File: src/rtl/mux_lut_defs.vh
// Truth-table constants for the 4:1 mux LUT lanes; bit index is {a,b}.
// Pulled into mux_lut_logic_pipe_pkg so every user sees one definition.
`ifndef MUX_LUT_DEFS_VH
`define MUX_LUT_DEFS_VH

localparam logic [3:0] TT_OR     = 4'b1110;
localparam logic [3:0] TT_AND    = 4'b1000;
localparam logic [3:0] TT_XOR    = 4'b0110;
localparam logic [3:0] TT_NAND   = 4'b0111;
localparam logic [3:0] TT_NOR    = 4'b0001;
localparam logic [3:0] TT_XNOR   = 4'b1001;
localparam logic [3:0] TT_PASS_A = 4'b1100;
localparam logic [3:0] TT_PASS_B = 4'b1010;

`endif

File: src/rtl/mux_lut_logic_pipe_pkg.sv
// Shared constants and helpers for the mux-LUT logic pipeline.
// Truth-table names come from mux_lut_defs.vh.
package mux_lut_logic_pipe_pkg;

  `include "mux_lut_defs.vh"

  localparam int TT_W  = 4;
  localparam int SEL_W = 2;

  // Operand A is the select MSB, operand B the LSB.
  function automatic logic [SEL_W-1:0] lane_sel(input logic a_bit, input logic b_bit);
    return {a_bit, b_bit};
  endfunction

endpackage

File: src/rtl/mux_lut_logic_pipe_mux4_lane.sv
// Single-bit 4:1 mux: the truth table is the data, the operand pair is the select.
module mux4_lane
  import mux_lut_logic_pipe_pkg::*;
(
  input  logic [TT_W-1:0]  tt,
  input  logic [SEL_W-1:0] sel,
  output logic             y
);

  assign y = tt[sel];

endmodule

File: src/rtl/mux_lut_logic_pipe.sv
// Two-stage valid/ready pipeline applying a 2-input Boolean LUT per bit lane.
// Optional MUX_LUT_PARITY_EN adds a registered y_parity output.
module mux_lut_logic_pipe
  import mux_lut_logic_pipe_pkg::*;
#(
  parameter int WIDTH = 8,
  parameter int CNT_W = 16
)
(
  input  logic             clk,
  input  logic             rst_n,
  input  logic             in_valid,
  output logic             in_ready,
  input  logic [WIDTH-1:0] a,
  input  logic [WIDTH-1:0] b,
  input  logic [TT_W-1:0]  tt,
  output logic             out_valid,
  input  logic             out_ready,
  output logic [WIDTH-1:0] y,
  output logic [CNT_W-1:0] done_cnt
`ifdef MUX_LUT_PARITY_EN
  ,
  output logic             y_parity
`endif
);

  logic             s1_valid;
  logic [WIDTH-1:0] s1_a;
  logic [WIDTH-1:0] s1_b;
  logic [TT_W-1:0]  s1_tt;
  logic [WIDTH-1:0] y_next;
  logic             s2_free;
  logic             s1_adv;
  logic             in_fire;
  logic             out_fire;

  // in_ready depends only on pipeline state and out_ready, never on in_valid.
  assign s2_free  = !out_valid || out_ready;
  assign s1_adv   = s1_valid && s2_free;
  assign in_ready = !s1_valid || s2_free;
  assign in_fire  = in_valid && in_ready;
  assign out_fire = out_valid && out_ready;

  generate
    for (genvar i = 0; i < WIDTH; i++) begin : g_lane
      mux4_lane u_lane (
        .tt  (s1_tt),
        .sel (lane_sel(s1_a[i], s1_b[i])),
        .y   (y_next[i])
      );
    end
  endgenerate

  always_ff @(posedge clk or negedge rst_n) begin
    if (!rst_n) begin
      s1_valid <= 1'b0;
      s1_a     <= '0;
      s1_b     <= '0;
      s1_tt    <= '0;
    end else if (in_fire) begin
      s1_valid <= 1'b1;
      s1_a     <= a;
      s1_b     <= b;
      s1_tt    <= tt;
    end else if (s1_adv) begin
      s1_valid <= 1'b0;
    end
  end

  // y is left at its last value when the output drains.
  always_ff @(posedge clk or negedge rst_n) begin
    if (!rst_n) begin
      out_valid <= 1'b0;
      y         <= '0;
    end else if (s1_adv) begin
      out_valid <= 1'b1;
      y         <= y_next;
    end else if (out_ready) begin
      out_valid <= 1'b0;
    end
  end

  always_ff @(posedge clk or negedge rst_n) begin
    if (!rst_n) begin
      done_cnt <= '0;
    end else if (out_fire) begin
      done_cnt <= done_cnt + CNT_W'(1);
    end
  end

`ifdef MUX_LUT_PARITY_EN
  always_ff @(posedge clk or negedge rst_n) begin
    if (!rst_n) begin
      y_parity <= 1'b0;
    end else if (s1_adv) begin
      y_parity <= ^y_next;
    end
  end
`endif

endmodule

File: config.mk
export PLATFORM = sky130hd
export DESIGN_NAME = mux_lut_logic_pipe
export DESIGN_NICKNAME = d
export VERILOG_FILES = /design/src/rtl/mux_lut_logic_pipe_pkg.sv /design/src/rtl/mux_lut_logic_pipe_mux4_lane.sv /design/src/rtl/mux_lut_logic_pipe.sv
export VERILOG_INCLUDE_DIRS = /design/src /design/src/rtl
export SDC_FILE = /design/constraint.sdc
export NUM_CORES = 1
export LEC_CHECK = 0
export CORE_MARGIN = 10
export CORE_UTILIZATION = 52
export CTS_BUF_LIST = sky130_fd_sc_hd__clkbuf_16
export CTS_CLUSTER_SIZE = 10
export DETAILED_ROUTE_END_ITERATION = 10
export GPL_TIMING_DRIVEN = 0
export PLACE_DENSITY = 0.84
export SETUP_SLACK_MARGIN = 0.3
export SLEW_MARGIN = 40
export SYNTH_ARGS = -nofsm -noshare
export SYNTH_HDL_FRONTEND = slang
export SYNTH_SLANG_ARGS = --single-unit
File: constraint.sdc
create_clock -name clk -period 3.5 [get_ports clk]
set_input_delay 0.525 -clock clk [delete_from_list [all_inputs] [get_ports clk]]
set_output_delay 0.525 -clock clk [all_outputs]
set_load 0.005 [all_outputs]
==> metrics.csv, run 1 <==
stage,metric,value,unit
cts,TritonCTS clock tree,done,
layout,final core utilization,73.6,%
power,power density over cell area,609,nW/um^2
sta,Slew @ Worst Pin,0.558,ns
placed_design,area post-placement,2570,um^2
sta,final setup skew,0.00635,ns
routing,Via Count,1311,
critical_path,most frequent cell on the critical path,clkdlybuf4s50_1,
floorplan,I/O pin total,50,
synthesis,Post-Synthesis Cells,133,
routing,DRC Markers,0,
cts,H-Tree Depth,2,
synthesis,mean post-synth cell area,15.2,um^2
placed_design,gp weighted congestion,0.724,
cts,clk sinks,46,
routing,Final ANT Viol Nets,0,
layout,register area,1150,um^2
global_route,global-route usage over all layers,13.7,%
cts,clk buf depth,2,
critical_path,r2r endpoint,s1_a[2],
critical_path,crit path max fanout,6,
synthesis,Syn. warnings,0,
critical_path,WS Path Type,in2out,
floorplan,die area,6790,um^2
sta,crit share post-route,66.9,%
job,Max Cap Viol,0,
global_route,pin count of the biggest net entering global routing,47,
layout,nets@finish,214,
sta,Achievable Freq,427,MHz
cts,# resized after CTS,0,
layout,share of cells above drive strength 1,26.8,%
layout,area of the multi-input gates,855,um^2
synthesis,Yosys cell types,22,
critical_path,CP Launch Point,out_ready,
sta,Setup Total Neg Slack,0,ns
synthesis,combinational family with the most area after synthesis,multiplexers,
routing,drt total wl,4310,um
critical_path,Worst Path Arrival,1.82,ns
critical_path,Reg2Reg Setup Slack,1.99,ns
global_route,first-pass GRT wire length,7180,um
sta,RSZ-0062 raised after global routing,false,
floorplan,Starting Density,54.4,%
cts,worst skew pair latency,0.28,ns
run_status,status,completed,
critical_path,CP cell instances,"clkdlybuf4s50_1, nand3b_1, clkdlybuf4s50_1",
synthesis,Post-Synth XOR/XNOR Area,6.49,%
cts,CTS Hold Bufs,0,
floorplan,die width,82.4,um
hold_path,worst min path class,in2async,
synthesis,register bit count reported by yosys,46,
critical_path,CP max-delay cell,clkdlybuf4s50_1,
global_route,antenna violations before repair,0,
floorplan,row count,22,
synthesis,Syn Std Cell Area,2020,um^2
layout,post-route cell area,2730,um^2
layout,ant diodes,0,
sta,Slew Limit Fails,0,
floorplan,core area,3720,um^2
synthesis,post-synthesis compound-gate area fraction,0,%
cts,CTS root buf,clkbuf_16,
power,Peak supply drop,0.000451,V
sta,fin crit period,2.34,ns
critical_path,worst r2r src,out_valid,
placed_design,Post-DP HPWL,3210,um
synthesis,"Seq/Total Area, Yosys",56.9,%
critical_path,Worst Setup End Kind,output port,
floorplan,DIE HEIGHT,82.4,um
synthesis,Synth Area in Adders,0.618,%
cts,Setup Buffers After CTS,0,
routing,Via density,5.51,
routing,drt first pass iters,4,
sta,# setup viols final,0,
synthesis,Synthesized Nets,158,
global_route,grt ovf,0,
synthesis,post-synthesis mux area share,25.0,%
placed_design,PortBufs,49,
critical_path,Worst Setup Start Kind,input port,
synthesis,simple-gate share of the synthesized area,10.1,%
routing,Routed WL per cell,18.1,um
critical_path,Required @ worst endpoint,2.97,ns
placed_design,pre-CTS worst setup slack,1.16,ns
critical_path,reg2reg path depth,4,
cts,cts bufs inserted,5,
sta,Worst slew margin,62.8,%
power,Pleak,0.00113,uW
sta,final setup margin,1.16,ns
layout,area delta synth->final,35.1,%
routing,DRT iter0 DRCs,39,
cts,"Reg clk slew, reported paths",0.06,ns
critical_path,critical path's largest stage delay,0.56,ns
layout,FILL cells,263,
global_route,vias in the first global route,1477,
sta,Final Hold Vio Count,0,
==> power by group <==
| group | internal (uW) | switching (uW) | total, uW |
|---|---|---|---|
| Clock | 331 | 178 | 510 |
| Sequential | 641 | 110 | 752 |
| Combinational | 285 | 119 | 404 |
| Total | 1260 | 408 | 1670 |
==> final cells by class <==
type	instances	area share [%]
timing repair buffer	49	17.8
clock inverter	3	1.37
multi-input combinational	83	31.3
sequential	46	42.1
tap	48	2.20
clock buffer	5	4.58
inverter	2	0.275
buffer	2	0.366
==> through the flow <==
stage	hold WS, ns	std cells	power [uW]
floorplan	0.229	133	921
global placement	0.457	230	1150
detailed placement	0.457	230	1170
CTS	0.262	238	1680
global route	0.286	238	1750
finish	0.243	238	1670
==> registers in the layout, indices dropped and copies added (netlist names) <==
register and cells:
s1_valid 1, done_cnt 16, s1_a 8, out_valid 1, s1_b 8, s1_tt 4, y 8
==> how the worst max path moves through the flow <==
stage | end | cells after the start | slack [ns]
2_1_floorplan | s1_a[0] | 4 | 2.02
6_report | in_ready | 3 | 1.16
3_5_place_dp | in_ready | 3 | 1.16
4_1_cts | in_ready | 3 | 1.16
3_3_place_gp | s1_b[3] | 1 | 0.76
5_1_grt | in_ready | 3 | 1.12
==> critical path, delay by kind of cell <==
kind / cells / cell delay, ns
buffers and inverters: 2 / 1.09
AND/OR/NAND/NOR: 1 / 0.20
==> Yosys cell counts <==
library cell | n | share of area [%]
and2_1 | 1 | 0.31
and3_1 | 1 | 0.31
and4_1 | 1 | 0.43
and4_4 | 1 | 0.56
buf_2 | 2 | 0.49
dfrtp_1 | 46 | 57
ha_1 | 1 | 0.62
inv_1 | 2 | 0.37
mux2_2 | 29 | 16
mux4_2 | 8 | 8.9
nand2_1 | 6 | 1.1
nand2b_1 | 3 | 0.93
nand3_1 | 5 | 1.2
nand3_4 | 1 | 0.87
nand3b_1 | 1 | 0.37
nand4_1 | 4 | 1.2
nor2_1 | 2 | 0.37
nor2b_1 | 1 | 0.31
nor3_2 | 2 | 0.99
nor4_4 | 1 | 1.1
xnor2_1 | 11 | 4.8
xor2_1 | 4 | 1.7
==> per-layer routing <==
layer / global-route usage [%] / up-vias / routed length [um]
li1: - / 594 / -
met2: 23.3 / 53 / 2100
met5: 0 / - / 0
met4: 3.74 / 0 / 46
met1: 16.2 / 658 / 1760
met3: 4.64 / 6 / 405
==> cells in the final DEF (no fill, tap or decap), types with 3 or more instances in the layout <==
| master | instances |
|---|---|
| clkdlybuf4s50_1 | 48 |
| nand4_1 | 4 |
| nand2_1 | 6 |
| mux4_2 | 8 |
| xnor2_1 | 11 |
| inv_1 | 4 |
| clkbuf_16 | 5 |
| mux2_2 | 29 |
| xor2_1 | 4 |
| nand3_1 | 5 |
| dfrtp_1 | 46 |
| nand2b_1 | 3 |
==> cell families after synthesis <==
| kind of cell | count (synthesis) |
|---|---|
| xor+xnor | 15 |
| fa+ha+maj | 1 |
| buf+inv | 4 |
| mux | 37 |
| simple gates | 30 |
| flops | 46 |
(Power assumes the default switching activity.)
==> run 2: changes to the inputs <==
--- a/config.mk
+++ b/config.mk
@@ -7,12 +7,12 @@
 export NUM_CORES = 1
 export LEC_CHECK = 0
 export CORE_MARGIN = 10
-export CORE_UTILIZATION = 52
+export CORE_UTILIZATION = 49
 export CTS_BUF_LIST = sky130_fd_sc_hd__clkbuf_16
 export CTS_CLUSTER_SIZE = 10
 export DETAILED_ROUTE_END_ITERATION = 10
 export GPL_TIMING_DRIVEN = 0
-export PLACE_DENSITY = 0.84
+export PLACE_DENSITY = 0.79
 export SETUP_SLACK_MARGIN = 0.3
 export SLEW_MARGIN = 40
 export SYNTH_ARGS = -nofsm -noshare
==> constraint.sdc (replaced) <==
create_clock -name clk -period 2.35 [get_ports clk]
set_input_delay 0.3525 -clock clk [delete_from_list [all_inputs] [get_ports clk]]
set_output_delay 0.3525 -clock clk [all_outputs]
set_load 0.005 [all_outputs]
==> metrics.csv, run 2 (synthesized netlist as in run 1, its figures left out) <==
stage,metric,value,unit
run_status,status,completed,
power,Clock Power Share,30.9,%
layout,Biggest register,done_cnt,
critical_path,CP max-delay cell,clkdlybuf4s50_1,
cts,"Reg clk slew, reported paths",0.06,ns
floorplan,I/O pin total,50,
sta,final setup margin,0.541,ns
critical_path,worst r2r src,out_valid,
global_route,vias in the first global route,1403,
sta,# setup viols final,0,
power,power density over cell area,897,nW/um^2
floorplan,row count,23,
sta,Achievable Freq,553,MHz
global_route,global-route usage over all layers,12.0,%
job,Max Cap Viol,0,
power,Logic pwr share,24.5,%
critical_path,critical path's largest stage delay,0.53,ns
critical_path,Bufs and invs on worst path,1,
layout,area delta synth->final,36.4,%
cts,H-Tree Depth,2,
sta,fin crit period,1.81,ns
critical_path,Worst Path Arrival,1.46,ns
sta,Worst slew margin,75.7,%
layout,nets@finish,215,
critical_path,CP cell instances,"nand3b_1, clkdlybuf4s50_1",
global_route,grt ovf,0,
routing,DRT iter0 DRCs,48,
cts,Setup Buffers After CTS,0,
layout,share of cells above drive strength 1,27.2,%
layout,"most common cell after layout, fill and taps aside",clkdlybuf4s50_1,
sta,Setup Total Neg Slack,0,ns
placed_design,area post-placement,2590,um^2
cts,CTS root buf,clkbuf_16,
floorplan,Starting Density,50.6,%
routing,DRC Markers,0,
power,Peak supply drop,0.000609,V
sta,Final Hold Vio Count,0,
sta,final setup skew,0.00738,ns
critical_path,"CP delay by family, top",buffers and inverters,
sta,crit share post-route,77.0,%
cts,cts bufs inserted,5,
placed_design,gp weighted congestion,0.746,
cts,worst skew pair latency,0.28,ns
layout,ant diodes,0,
critical_path,Required @ worst endpoint,2.00,ns
global_route,first-pass GRT wire length,6830,um
floorplan,die width,84.3,um
power,Final Power,2470,uW
critical_path,Worst Setup Start Kind,flop,
layout,post-route cell area,2760,um^2
sta,Slew Limit Fails,0,
power,switching pwr,597,uW
routing,Routed WL per cell,16.9,um
layout,Largest register FFs,16,
power,internal power,1880,uW
critical_path,WS Path Type,reg2out,
sta,RSZ-0062 raised after global routing,false,
floorplan,die area,7100,um^2
global_route,antenna violations before repair,0,
floorplan,core area,4000,um^2
cts,CTS Hold Bufs,0,
critical_path,crit path max fanout,7,
sta,final hold slack,0.0283,ns
routing,Via Count,1264,
sta,Slew @ Worst Pin,0.364,ns
floorplan,DIE HEIGHT,84.3,um
cts,clk buf depth,2,
routing,drt first pass iters,4,
global_route,pin count of the biggest net entering global routing,47,
cts,clk sinks,46,
power,Flop pwr share,44.6,%
cts,TritonCTS clock tree,done,
hold_path,worst min path class,in2async,
routing,Final ANT Viol Nets,0,
layout,"commonest cells after routing, fill and taps aside","clkdlybuf4s50_1 (47), dfrtp_1 (46), mux2_2 (29), xnor2_1 (11), mux4_2 (8)",
routing,drt total wl,4070,um
routing,Via density,5.24,
power,Pleak,0.00115,uW
placed_design,pre-CTS worst setup slack,0.342,ns
critical_path,CP Launch Point,out_valid,
critical_path,Worst Setup End Kind,output port,
power,Switching Share,24.1,%
placed_design,Post-DP HPWL,3090,um
placed_design,PortBufs,49,
run 2: cell count changes in the layout (fill, tap and decap cells not counted), sizes merged:
cell,before,now
clkdlybuf4s50,48,47
dlymetal6s2s,0,1
buf,3,4
run 2: worst paths after layout:
kind | end | slack, ns | cells past startpoint
worst max-delay path | in_ready | 0.54 | 2
worst min-delay path | s1_b[7] | 0.03 | 2
worst max register to register | s1_b[7] | 0.85 | 4
worst min register to register | done_cnt[15] | 0.48 | 1
max in group asynchronous | s1_a[7] | 2.12 | 2
min in group clk | done_cnt[15] | 0.48 | 1
run 2: layout make-up:
class | count | area (um^2)
inverters | 2 | 7.51
well taps | 50 | 62.6
clock buffers | 5 | 125
plain buffers | 2 | 10.0
multi-input cells | 83 | 855
clock inverters | 3 | 37.5
fillers | 263 | 1240
flip-flops and latches | 46 | 1150
repair buffers | 50 | 510
run 2: timing repair:
item                                    CTS  global route
endpoints found under the hold margin     0             0
gates resized for setup                   0             1
endpoints found under the setup margin    0             1
run 2: per-stage QoR:
stage	util (%)	std cells
6_report	69.0	241
5_1_grt	69.0	241
4_1_cts	68.9	241
3_5_place_dp	64.8	233
3_3_place_gp	64.4	232
2_1_floorplan	-	133
run 2: power by group through the flow:
stage                     clock network [uW]  logic (uW)  registers [uW]
after floorplan                            0         275            1100
after CTS                                785         622            1110
final                                    764         605            1100
after global routing                     812         654            1130
after global placement                     0         596            1110
after detailed placement                   0         618            1120
run 2: metal layers:
metal,vias to the layer above,GRT usage [%],routed length (um)
met1,623,13.0,1630
met3,5,5.99,351
met5,-,0,0
met4,0,5.94,69
met2,40,19.1,2010
li1,596,-,-
==> run 3: changes to the inputs <==
--- a/config.mk
+++ b/config.mk
@@ -7,12 +7,12 @@
 export NUM_CORES = 1
 export LEC_CHECK = 0
 export CORE_MARGIN = 10
-export CORE_UTILIZATION = 49
+export CORE_UTILIZATION = 44
 export CTS_BUF_LIST = sky130_fd_sc_hd__clkbuf_16
 export CTS_CLUSTER_SIZE = 10
 export DETAILED_ROUTE_END_ITERATION = 10
 export GPL_TIMING_DRIVEN = 0
-export PLACE_DENSITY = 0.79
+export PLACE_DENSITY = 0.75
 export SETUP_SLACK_MARGIN = 0.3
 export SLEW_MARGIN = 40
 export SYNTH_ARGS = -nofsm -noshare
==> constraint.sdc (replaced) <==
create_clock -name clk -period 1.6 [get_ports clk]
set_input_delay 0.24 -clock clk [delete_from_list [all_inputs] [get_ports clk]]
set_output_delay 0.24 -clock clk [all_outputs]
set_load 0.005 [all_outputs]
==> metrics.csv, run 3 (synthesized netlist as in run 1, its figures left out) <==
stage,metric,value,unit
global_route,grt ovf,0,
floorplan,I/O pin total,50,
cts,cts bufs inserted,5,
floorplan,row count,24,
cts,"Reg clk slew, reported paths",0.06,ns
sta,Slew Limit Fails,0,
routing,Via density,5.28,
floorplan,Starting Density,45.8,%
critical_path,Worst Setup End Kind,flop,
cts,H-Tree Depth,2,
layout,"commonest cells after routing, fill and taps aside","dfrtp_1 (39), buf_4 (33), dlygate4sd2_1 (25), mux2_2 (22), clkdlybuf4s50_1 (21)",
critical_path,WS Path Type,reg2reg,
power,Pleak,0.00152,uW
cts,worst skew pair latency,0.28,ns
sta,# setup viols final,0,
layout,Largest register FFs,16,
layout,register area,1160,um^2
layout,final core utilization,73.6,%
placed_design,PortBufs,49,
critical_path,Required @ worst endpoint,1.76,ns
layout,"most common cell after layout, fill and taps aside",dfrtp_1,
floorplan,die width,87.8,um
floorplan,DIE HEIGHT,87.8,um
run_status,status,completed,
global_route,pin count of the biggest net entering global routing,37,
routing,DRC Markers,0,
routing,drt first pass iters,4,
power,Peak supply drop,0.000618,V
global_route,global-route usage over all layers,13.6,%
global_route,vias in the first global route,1680,
layout,share of cells above drive strength 1,49.8,%
layout,Biggest register,done_cnt,
sta,fin crit period,1.43,ns
sta,final setup skew,0.00663,ns
sta,Slew @ Worst Pin,0.218,ns
layout,FILL cells,305,
job,Max Cap Viol,0,
placed_design,area post-placement,2600,um^2
placed_design,Post-DP HPWL,3210,um
critical_path,crit path max fanout,3,
hold_path,worst min path class,in2async,
global_route,first-pass GRT wire length,8250,um
cts,TritonCTS clock tree,done,
routing,Via Count,1525,
layout,area delta synth->final,60.7,%
global_route,antenna violations before repair,0,
cts,clk sinks,46,
sta,Achievable Freq,701,MHz
layout,nets@finish,261,
placed_design,gp weighted congestion,0.761,
routing,drt total wl,5350,um
power,power density over cell area,1180,nW/um^2
layout,area of the multi-input gates,972,um^2
critical_path,Worst Path Arrival,1.59,ns
routing,DRT iter0 DRCs,65,
routing,Final ANT Viol Nets,0,
routing,Routed WL per cell,18.5,um
sta,Worst slew margin,85.4,%
sta,crit share post-route,89.2,%
critical_path,Worst Setup Start Kind,flop,
sta,Final Hold Vio Count,0,
floorplan,core area,4410,um^2
layout,post-route cell area,3250,um^2
floorplan,die area,7710,um^2
layout,ant diodes,0,
cts,CTS root buf,clkbuf_16,
cts,clk buf depth,2,
sta,RSZ-0062 raised after global routing,true,
run 3: cell count changes in the layout (fill, tap and decap cells not counted), moves of 7 or more:
cell	previous run	this run
dfrtp_1	46	39
buf_6	0	11
dlygate4sd2_1	0	25
mux2_2	29	22
dfrtp_2	0	7
clkdlybuf4s50_1	47	21
mux2_4	0	7
buf_4	1	33
run 3: metal layers:
| metal | routed length, um | vias to the layer above | track usage, % |
|---|---|---|---|
| met5 | 0 | - | 0 |
| met4 | 33 | 0 | 3.91 |
| met3 | 455 | 5 | 5.39 |
| met2 | 2790 | 51 | 24.3 |
| met1 | 2060 | 781 | 14.6 |
| li1 | - | 688 | - |
run 3: layout make-up:
class	count	area share, %
multi-input combinational	83	29.9
clock buffer	5	3.85
buffer	2	0.808
tap	52	2.00
timing repair buffer	96	27.1
clock inverter	3	0.385
inverter	2	0.231
sequential	46	35.7
run 3: worst max-delay path, cell delays in order (launching register included):
cell and delay (ns):
dfrtp_2 0.43, buf_6 0.13, mux4_2 0.46, mux2_4 0.29
run 3: power by group:
group          internal (uW)  switching, uW  total (uW)
clock                    564            407         971
sequential              1410            163        1570
combinational            840            463        1300
run 3: final timing paths:
| check | startpoint | to | slack, ns | cells after the start |
|---|---|---|---|---|
| max in group asynchronous | rst_n | s1_tt[1] | 0.82 | 3 |
| min in group clk | out_ready | done_cnt[2] | 0.37 | 3 |
| setup reg to reg | s1_tt[3] | y[0] | 0.17 | 3 |
| hold / removal | rst_n | done_cnt[15] | 0.34 | 2 |
| setup / recovery | s1_tt[3] | y[0] | 0.17 | 3 |
| hold reg to reg | y[5] | y[5] | 0.51 | 1 |
run 3: repair_timing:
item	in CTS	in global routing
endpoints found under the setup margin	58	42
endpoints found under the hold margin	10	0
gates resized for setup	62	25
setup buffers	37	6
pin swaps	5	9
hold buffers	1	0
gates cloned	2	0
run 3: through the flow:
stage | worst slack [ns] | instances | total power (uW) | TNS, ns | hold WS [ns]
3_5_place_dp | -0.264 | 235 | 2560 | -6.73 | 0.0914
3_3_place_gp | -0.875 | 234 | 2510 | -46.25 | 0.455
4_1_cts | 0.201 | 283 | 3710 | 0 | 0.341
6_report | 0.174 | 289 | 3840 | 0 | 0.340
2_1_floorplan | 0.277 | 133 | 2010 | 0 | -0.0556
5_1_grt | 0.122 | 289 | 4050 | 0 | 0.359
